File: src/rtl/ysyx_25020047_ifu.sv
// Instruction fetch unit: holds the PC and issues one fetch at a time.
// Delivers the fetched word to decode, then waits for the next PC.
module ysyx_25020047_ifu #(
   parameter logic [31:0] RESET_PC = 32'h8000_0000
) (
   input  logic        clk,
   input  logic        rst,
   input  logic        dnpc_valid,
   input  logic [31:0] dnpc,
   output logic        mem_req_valid,
   input  logic        mem_req_ready,
   output logic [31:0] mem_addr,
   input  logic        mem_rsp_valid,
   input  logic [31:0] mem_rsp_data,
   input  logic        mem_rsp_err,
   output logic        inst_valid,
   input  logic        inst_ready,
   output logic [31:0] inst,
   output logic [31:0] pc,
   output logic        fetch_err,
   output logic [31:0] fetch_cnt
);

   typedef enum logic [2:0] {
      S_REQ,
      S_WAIT_RSP,
      S_HOLD,
      S_WAIT_NPC,
      S_ERR
   } state_t;

   state_t      state_q, state_d;
   logic [31:0] pc_q, pc_d;
   logic [31:0] inst_q, inst_d;
   logic        err_q, err_d;
   logic [31:0] cnt_q, cnt_d;

   always_ff @(posedge clk) begin
      if (rst) begin
         state_q <= S_REQ;
         pc_q    <= RESET_PC;
         inst_q  <= '0;
         err_q   <= 1'b0;
         cnt_q   <= '0;
      end else begin
         state_q <= state_d;
         pc_q    <= pc_d;
         inst_q  <= inst_d;
         err_q   <= err_d;
         cnt_q   <= cnt_d;
      end
   end

   always_comb begin
      state_d = state_q;
      pc_d    = pc_q;
      inst_d  = inst_q;
      err_d   = err_q;
      cnt_d   = cnt_q;
      case (state_q)
         // Responses are never sampled here, so stray replies are dropped.
         S_REQ: begin
            if (mem_req_ready) state_d = S_WAIT_RSP;
         end
         S_WAIT_RSP: begin
            if (mem_rsp_valid) begin
               if (mem_rsp_err) begin
                  inst_d  = '0;
                  err_d   = 1'b1;
                  state_d = S_ERR;
               end else begin
                  inst_d  = mem_rsp_data;
                  state_d = S_HOLD;
               end
            end
         end
         S_HOLD: begin
            if (inst_ready) begin
               cnt_d   = cnt_q + 32'd1;
               state_d = S_WAIT_NPC;
            end
         end
         S_WAIT_NPC: begin
            if (dnpc_valid) begin
               pc_d = dnpc;
               if (dnpc[1:0] == 2'b00) begin
                  state_d = S_REQ;
               end else begin
                  err_d   = 1'b1;
                  state_d = S_ERR;
               end
            end
         end
         S_ERR: begin
         end
         default: state_d = S_ERR;
      endcase
   end

   assign mem_req_valid = (state_q == S_REQ);
   assign mem_addr      = pc_q;
   assign inst_valid    = (state_q == S_HOLD);
   assign inst          = inst_q;
   assign pc            = pc_q;
   assign fetch_err     = err_q;
   assign fetch_cnt     = cnt_q;

endmodule

File: config.mk
export PLATFORM = sky130hd
export DESIGN_NAME = ysyx_25020047_ifu
export DESIGN_NICKNAME = d
export VERILOG_FILES = /design/src/rtl/ysyx_25020047_ifu.sv
export SDC_FILE = /design/constraint.sdc
export NUM_CORES = 1
export LEC_CHECK = 0
export ABC_CLOCK_PERIOD_IN_PS = 6600
export BUFFER_PORTS_ARGS = -buffer_cell sky130_fd_sc_hd__buf_2
export CAP_MARGIN = 25
export CORE_MARGIN = 1
export CORE_UTILIZATION = 51
export CTS_CLUSTER_DIAMETER = 100
export DETAILED_ROUTE_END_ITERATION = 6
export PLACE_DENSITY = 0.86
export SLEW_MARGIN = 10
export SYNTH_ARGS = -nofsm -noshare
export SYNTH_HDL_FRONTEND = slang
export SYNTH_SLANG_ARGS = --single-unit
File: constraint.sdc
create_clock -name clk -period 6.6 [get_ports clk]
set_clock_uncertainty 0.2 [all_clocks]
set_input_delay 0.99 -clock clk [delete_from_list [all_inputs] [get_ports clk]]
set_output_delay 0.99 -clock clk [all_outputs]
set_load 0.1 [all_outputs]
# Yosys cells after proc, flatten, opt, wreduce, memory -nomap -nowiden
# Index checks and enable logic that the tools add are counted.
# word_totals
ff_bits	100
latch_bits	0
ramBits	0
romBits	0
out_inout_bits	131
n_memories	0
# op_classes
addsub	1
multipliers	0
div_mod_pow	0
order_cmp	0
eq_ne	10
n_shift	0
mux	13
bitwise_logic	1
reduce_logical	8
# op_table
op	count
adder 32 x 1 -> 32 bit (second input constant)	1
two-way mux 32 bit	1
two-way mux 3 bit	6
case mux 3 bit (5 select lines)	1
AND reduction 5 bit	2
!= test 2 bit (second input constant)	4
== test 3 x 2 -> 1 bit (second input constant)	2
AND reduction 2 bit	3
two-way mux 1 bit	4
!= test 2 x 1 -> 1 bit (second input constant)	2
== test 3 x 1 -> 1 bit (second input constant)	1
== test 3 bit (second input constant)	1
logical NOT 3 bit	1
logical NOT 2 bit	1
case mux 1 bit (2 select lines)	1
nonzero test 2 bit	1
NOT 1 bit	1

# Logic depth before layout (Yosys ltp)
# depth
depth_word	4
mapped_depth	7

# Least setup slack after synthesis
# Ideal clock, no wire load.
# synth_timing
kind	register to output
startpoint	register state_q[1]
endpoint	output mem_req_valid
t_arrival_ps	2616
required_time_ps	5410
path_slack_ps	2794
stages_incl_launch_ff	3
path_cell_list	dfxtp_1 clkbuf_1 nor3_1
# synth_between
elab_chain_cells	1
# synth_rtl
item	line_no	source
from (decl)	32	state_t state_q, state_d;
from (signal assigned)	46	state_q <= state_d;
logical NOT 3 bit	100	assign mem_req_valid = (state_q == S_REQ);
to (decl)	10	output logic mem_req_valid,
# No other way between the ends.

# Worst setup path in the final report
# layout_timing
startpoint	register state_q[1]
endpoint	output inst_valid
# layout_between
elab_chain_cells	1
# layout_rtl
item	line_no	source
== test 3 x 2 -> 1 bit	102	assign inst_valid = (state_q == S_HOLD);
to (decl)	16	output logic inst_valid,
# No other way between the ends.

==> out/metrics.csv <==
metric,value,unit
maximum clock frequency,340.1,MHz
maxcap violations,0,
total grt overflow,0,
Crit. End Element,output pin,
Hold Crit Start,inst[23],
type of the most critical hold path,flop to flop,
Die Wd,95.02,microns
top-count cell post-synth,nand2_1,
top-level I/O count,202,
Core Region,0.008299,sq mm
Tmin final,2940,ps
first-pass GRT wire length,17410,microns
R2R Path End,fetch_cnt[25],
"FF+latch count, synth",100,
sw frac,27.61,%
synthesized area,0.004413,sq mm
Netlist cell types,44,
Max stage delay on crit path,650,ps
Switch Pwr,323.1,uW
Cells on Worst Hold Path,2,
"EDFF count, synth",0,
share of power burned in registers,52.9,%
# Post-CTS Setup Buffers,0,
final WL,11340,microns
area grow syn2layout,23.48,%
CTS Sinks,100,
endpoints failing hold,0,
Least-Margin Pin Slew,763.5,ps
cell-internal power,847.0,uW
Final Setup Violations,0,
final worst path period share,44.54,%
synth top area cells,"dfxtp_1 45%, nand2_1 9.3%, a21oi_1 9.1%",
Antenna diodes,0,
largest net degree at the start of global routing,105,
vias in the first global route,3791,
GR Util met3,7.018,%
TritonCTS clock tree,yes,
Die Y-Extent,95.02,microns
routed length per instance,14.30,microns
H-tree lvl count,3,
arrival time worst endpoint,1750,ps
max_slew headroom,48.63,%
Routed Antenna Nets,0,
worst-case reg-to-reg path depth,4,
initial antenna violation count,0,
Final HPWL DP,7848,microns
crit-path cells,"nand2b_1, nor2_1, buf_2",
ratio of cells with drive above 1 in the final layout,34.16,%
Starting DRT DRC Count,161,
status,completed,
first drt pass iteration count,4,
CTS Buffer Depth,2,
clk_lat worst skew,350,ps
"Seq/Total Area, Yosys",45.36,%
# hold bufs at CTS,0,
Synthesis Warnings,0,
Final nets,755,
Mapped Avg Cell Area,8.233,sq um
combinational share of power,12.3,%
critical path launch point type,flop,
overall global routing resource usage,24.28,%
Leak,2.373,nW
Initial Util,53.17,%
CP Max Fanout,13,
Post-CTS Resized,0,
clock power share,34.7,%
syn_nets,608,
top cell type's share of synthesized area,45.36,%
TritonCTS buffer count,9,
RR Startpoint,state_q[1],
"CTS clk-pin slew, worst paths",90,ps
Core Rows,33,
Overall Power,1.170,mW
count of final max-slew check failures,0,
via count,4268,
Power Dens Cells,214.7,mW/mm^2
Worst VDD drop,0.1505,mV
GR Util met1,30.24,%
Post-synth top cells,"109 x nand2_1, 100 x dfxtp_1, 80 x a21oi_1",
Syn Inst Count,536,
Min-Delay Endpoint,inst[23],
root buf cell,clkbuf_8,
RSZ-0062 raised after global routing,no,
Worst R2R Setup Slack,3860,ps
Yosys top cell by area,dfxtp_1,
CP Class,flop to output pin,
setup_tns,0,ps
met2 GRT Util,41.13,%
final core occ,65.66,%
Main synth FF type,dfxtp_1,
drt via density,5.382,
Port Buffers,201,
DIE AREA,0.009029,sq mm
slowest CP cell,dfxtp_1,
Post-synth ARST share,0,%
busiest grt layer,met2,
GPL Wtd Cong,0.8703,
drt drc,0,
Critical Path RT,5410,ps
[metrics by stage]
step / setup slack [ps] / cells / hold slack (ps) / cell area [sq um]
finish: 3660 / 793 / 251.1 / 5449
CTS: 3655 / 791 / 252.5 / 5414
global route: 3548 / 793 / 272.3 / 5449
global placement: 3583 / 774 / 234.6 / 5175
floorplan: 2794 / 536 / 371.9 / 4413
detailed placement: 3531 / 775 / 240.3 / 5202
[worst max-delay path by stage]
| stage | start | end | depth (start not counted) |
|---|---|---|---|
| floorplan | state_q[1] | mem_req_valid | 2 |
| global placement | inst_ready | fetch_cnt[25] | 5 |
| detailed placement | inst_ready | fetch_cnt[25] | 5 |
| CTS | state_q[1] | inst_valid | 3 |
| global route | state_q[1] | inst_valid | 3 |
| finish | state_q[1] | inst_valid | 3 |
[cell type report]
type / instances / area [sq um]
clock inverters: 4 / 56.30
inverters: 9 / 33.78
clock buffers: 12 / 155.1
fillers: 703 / 2850
flip-flops and latches: 100 / 2002
multi-input cells: 358 / 1992
repair buffers: 205 / 1079
well taps: 105 / 131.4
[critical path, delay by kind of cell (launching register included)]
kind | cells | cell delay, ps
buf+inv | 1 | 450
flops | 1 | 650
simple gates | 2 | 300
[cells by family after synthesis]
kind of cell	share of synthesized area [%]
and+or+nand+nor	28.58
adders and majority gates	0.2835
buffers and inverters	9.668
xor gates and xnor gates	2.183
muxes	1.021
DFF	45.36
AOI/OAI and AO/OA	12.90
[placed cells by master, fill, tap and decap left out, types with 10 or more instances in the layout]
| master | n |
|---|---|
| xnor2_1 | 10 |
| nor2_1 | 21 |
| dfxtp_1 | 100 |
| buf_2 | 200 |
| a21oi_1 | 80 |
| nand3_1 | 13 |
| nand2_1 | 109 |
| clkbuf_8 | 11 |
| nand3b_1 | 34 |
| nor4_1 | 10 |
[registers in the layout, indices dropped and copies added, names as in the netlist]
signal / count
fetch_err: 1
fetch_cnt: 32
state_q: 3
mem_addr: 32
inst: 32
[routing by layer]
layer,vias up,wire length (microns)
li1,2111,-
met4,0,109
met1,1980,4726
met2,167,5673
met5,-,0
met3,10,827
[power groups by stage]
stage / Clock, mW / Combinational, mW / Sequential, mW
4_1_cts: 0.416 / 0.142 / 0.619
2_1_floorplan: 0 / 0.0580 / 0.679
3_3_place_gp: 0 / 0.139 / 0.632
6_report: 0.406 / 0.144 / 0.619
3_5_place_dp: 0 / 0.141 / 0.633
5_1_grt: 0.444 / 0.152 / 0.621
Note: power is estimated with default switching activity, not from simulation.
